<file path="config.mk">
export PLATFORM = sky130hd
export DESIGN_NAME = hex_ascii_to_bin
export DESIGN_NICKNAME = d
export VERILOG_FILES = /design/src/rtl/hex_ascii_to_bin.sv
export SDC_FILE = /design/constraint.sdc
export NUM_CORES = 1
export LEC_CHECK = 0
export BUFFER_PORTS_ARGS = -buffer_cell sky130_fd_sc_hd__buf_2
export CORE_MARGIN = 2
export CORE_UTILIZATION = 59
export DETAILED_ROUTE_END_ITERATION = 16
export GPL_ROUTABILITY_DRIVEN = 0
export HOLD_SLACK_MARGIN = 0.1
export PLACE_DENSITY_LB_ADDON = 0.12
export SLEW_MARGIN = 20
export SYNTH_ARGS = -nofsm -noshare
export SYNTH_HDL_FRONTEND = slang
export SYNTH_SLANG_ARGS = --single-unit
</file>
<file path="constraint.sdc">
create_clock -name clk -period 2.6 [get_ports clk]
set_input_delay 0.26 -clock clk [delete_from_list [all_inputs] [get_ports clk]]
set_output_delay 0.26 -clock clk [all_outputs]
set_load 0.005 [all_outputs]
</file>
<file path="src/rtl/hex_ascii_to_bin.sv">
// ASCII hex character stream to binary word assembler.
// First character accepted is the most-significant nibble.
module hex_ascii_to_bin #(
   parameter  int NDIGITS = 8,
   parameter  int WIDTH   = 4 * NDIGITS,
   localparam int CW      = $clog2(NDIGITS + 1)
) (
   input  logic             clk,
   input  logic             rst_n,
   input  logic [7:0]       char_in,
   input  logic             char_valid,
   output logic             char_ready,
   output logic [WIDTH-1:0] word_out,
   output logic             word_valid,
   input  logic             word_ready,
   output logic             err,
   output logic [CW-1:0]    digit_cnt
);

   typedef enum logic {ACCUM, HOLD} state_t;

   state_t           state, state_n;
   logic [WIDTH-1:0] shreg, shreg_n;
   logic [WIDTH-1:0] word_n;
   logic [CW-1:0]    cnt_n;
   logic             err_n;
   logic             hex_ok;
   logic [3:0]       nib;
   logic             accept;
   logic             last_digit;

   always_comb begin
      hex_ok = 1'b1;
      nib    = 4'h0;
      unique case (1'b1)
         (char_in >= 8'h30 && char_in <= 8'h39): nib = 4'(char_in - 8'h30);
         (char_in >= 8'h41 && char_in <= 8'h46): nib = 4'(char_in - 8'h37);
         (char_in >= 8'h61 && char_in <= 8'h66): nib = 4'(char_in - 8'h57);
         default:                                 hex_ok = 1'b0;
      endcase
   end

   assign char_ready = (state == ACCUM);
   assign word_valid = (state == HOLD);
   assign accept     = char_valid & char_ready;
   assign last_digit = (digit_cnt == CW'(NDIGITS - 1));

   always_comb begin
      state_n = state;
      shreg_n = shreg;
      word_n  = word_out;
      cnt_n   = digit_cnt;
      err_n   = 1'b0;
      unique case (state)
         ACCUM: begin
            if (accept && hex_ok) begin
               // shift-or form works down to NDIGITS=1
               shreg_n = (shreg << 4) | WIDTH'(nib);
               if (last_digit) begin
                  word_n  = shreg_n;
                  cnt_n   = '0;
                  state_n = HOLD;
               end else begin
                  cnt_n = digit_cnt + CW'(1);
               end
            end else if (accept) begin
               err_n   = 1'b1;
               shreg_n = '0;
               cnt_n   = '0;
            end
         end
         HOLD: begin
            if (word_ready)
               state_n = ACCUM;
         end
         default: state_n = ACCUM;
      endcase
   end

   always_ff @(posedge clk) begin
      if (!rst_n) begin
         state     <= ACCUM;
         shreg     <= '0;
         word_out  <= '0;
         digit_cnt <= '0;
         err       <= 1'b0;
      end else begin
         state     <= state_n;
         shreg     <= shreg_n;
         word_out  <= word_n;
         digit_cnt <= cnt_n;
         err       <= err_n;
      end
   end

endmodule

</file>
==> flow_summary_export.csv <==
group,metric,value,unit
outcome,outcome,"complete, no violations",
routing,ant_nets,0,
pwr,combPwrFrac,0.041,
worst_setup_path,rrSetupSlack,0.87,ns
die,ioPinCount,51,
logic_synthesis,yosysMostFrequentCell,"nand2_1",
clocking,cts_buffer_depth,2,
worst_setup_path,startpoint_type,"input pin",
global_routing,grt_max_degree,36,
logic_synthesis,synth_area_leaders,"dfxtp_1, nand2_1, a21oi_1",
clocking,clk_latency,0.34,ns
timing,finalHoldViolCount,0,
pwr,p_seq_frac,0.471,
clocking,tritoncts,"yes",
routing,route.detailed.drc,0,
finish,fin_util,0.735,
pwr,peakVddDrop,0.341,mV
logic_synthesis,yosys_most_used_dff,"dfxtp_1",
clocking,numCtsBuffers,9,
routing,via_count,2290,
timing,period_minus_slack,1.95,ns
timing,hold-worst-slack,0.191,ns
logic_synthesis,seq_area_frac_synth,0.486,
worst_setup_path,crit_required,2.85,ns
logic_synthesis,ys_types,37,
pwr,p_switching,458,µW
timing,setup_viol,0,
run,drv_cap,0,
placed_design,numPortBuffers,50,
finish,drive_gt1_frac,0.311,
logic_synthesis,synth_nets,336,
die,placementRows,24,
timing,slew_viol_final,0,
global_routing,grt_pass1_wl,9430,µm
timing,finalSetupTns,0,ns
clocking,clock_sinks,66,
die,floorplan.initialDensity,0.620,
logic_synthesis,avgSynthCellArea,8.50,µm²
timing,fin_skew,0.00403,ns
logic_synthesis,synth_edf_count,0,
clocking,cts_setup_buffers,0,
die,core_area,0.00438,mm²
routing,routed_wl,5580,µm
global_routing,grt_antenna_before_repair,0,
logic_synthesis,synthTopCellsByCount,"nand2_1, dfxtp_1, a21oi_1",
global_routing,gr-usage-all-layers,0.238,
die,die-area,0.00517,mm²
die,fp.dieH,71.9,µm
clocking,post_cts_resized,0,
clocking,hold_buffers,0,
logic_synthesis,yosys_warnings,0,
finish,antenna_cells,0,
timing,relSlewSlack,0.548,
pwr,pwr-share-clk,0.488,
worst_setup_path,timing.critical_path.to_type,"flip-flop",
logic_synthesis,yosysTopAreaCellShare,0.486,
timing,rsz0062_at_grt,"no",
logic_synthesis,synth.cell_area,0.00272,mm²
pwr,p_leak,0.00123,µW
logic_synthesis,syn_inst,320,
placed_design,hpwl,3780,µm
routing,avgRoutedWirePerCell,13.2,µm
timing,max_freq,0.513,GHz
clocking,clockRootBuffer,"clkbuf_8",
logic_synthesis,post-synth-top-area-cell,"dfxtp_1",
pwr,internal_power,1710,µW
worst_setup_path,critPathMaxFanout,29,
worst_setup_path,worst-setup-path-type,"input pin to flip-flop",
routing,dr.pass1.iters,5,
pwr,switching_share,0.212,
timing,worstMarginPinSlew,0.676,ns
hold_path,hp-class,"input pin to flip-flop",
die,die_x,71.9,µm
finish,nets,381,
global_routing,grt_pass1_vias,2165,
global_routing,grt_overflow,0,
logic_synthesis,synth_seq_cells,66,
timing,post-route-period-util,0.750,
finish,synthToLayoutAreaGrowth,18.5,%
logic_synthesis,synth-async-reset-ratio,0,
pwr,pwr_density_cell,672,mW/mm²
clocking,htreeDepth,3,
routing,drt_iter0_drc,141,
clocking,clk_pin_slew,0.07,ns
worst_setup_path,cp.arrival,2.20,ns
routing,vias_per_cell,5.43,
cells by family after synthesis:
logic type,synth area share
AO/OA/AOI/OAI,0.178
buffers and inverters,0.0584
AND/OR/NAND/NOR,0.259
adder cells (fa/ha/maj),0.0184
flip-flops,0.486
cells in the final DEF, fill, tap and decap left out, types with 7 or more instances in the layout:
master	instances
dfxtp_1	66
a211oi_1	7
buf_2	50
a21oi_2	17
a21oi_1	41
nand2_1	75
nand2_2	10
clkbuf_8	10
buf_4	7
nor2_1	17
nand3_2	7
nand3_1	19
metrics by stage:
stage | area [µm²] | cells | setup slack [ns] | power, µW
global placement | 2970 | 406 | 0.360 | 1130
CTS | 3220 | 422 | 0.662 | 2180
detailed placement | 2970 | 406 | 0.296 | 1130
finish | 3220 | 422 | 0.651 | 2160
floorplan | 2720 | 320 | 0.739 | 1100
global route | 3220 | 422 | 0.462 | 2230
final cells by class:
type / count / area, µm²
clock buffer: 10 / 138
tap: 52 / 65.1
fill: 346 / 1160
timing repair buffer: 58 / 323
multi-input combinational: 225 / 1240
sequential: 66 / 1320
inverter: 5 / 18.8
clock inverter: 6 / 114
routing by layer:
layer	vias to the layer above	share of wire	routed length, µm	GRT usage
met2	61	0.49	2730	0.394
met4	0	0.021	116	0.140
li1	1170	-	-	-
met3	10	0.052	289	0.0549
met5	-	0	0	0
met1	1049	0.44	2440	0.281
worst paths after layout:
kind / startpoint / cells past startpoint / to
min: word_ready / 3 / word_valid
min reg2reg: word_out[24] / 2 / word_out[24]
max: char_in[1] / 8 / digit_cnt[2]
max reg2reg: digit_cnt[0] / 7 / word_out[2]
power by group through the flow:
stage	Clock, µW	Sequential, µW	Combinational, µW
4_1_cts	1070	1020	88.8
6_report	1060	1020	88.2
5_1_grt	1110	1020	97.5
3_3_place_gp	0	1040	86.0
2_1_floorplan	0	1040	62.0
3_5_place_dp	0	1040	88.1
worst max-delay path: stages:
cell	delay [ns]
buf_2	0.12
inv_1	0.08
ha_1	0.20
o21bai_1	0.09
a21boi_0	0.44
or2_2	0.61
nor2_1	0.13
nor4_2	0.27
registers in the layout, summed over array words and instances, names as in the netlist:
register and cells:
word_valid 1, shreg 28, err 1, digit_cnt 4, word_out 32
Note: power is estimated with default switching activity, not from simulation.
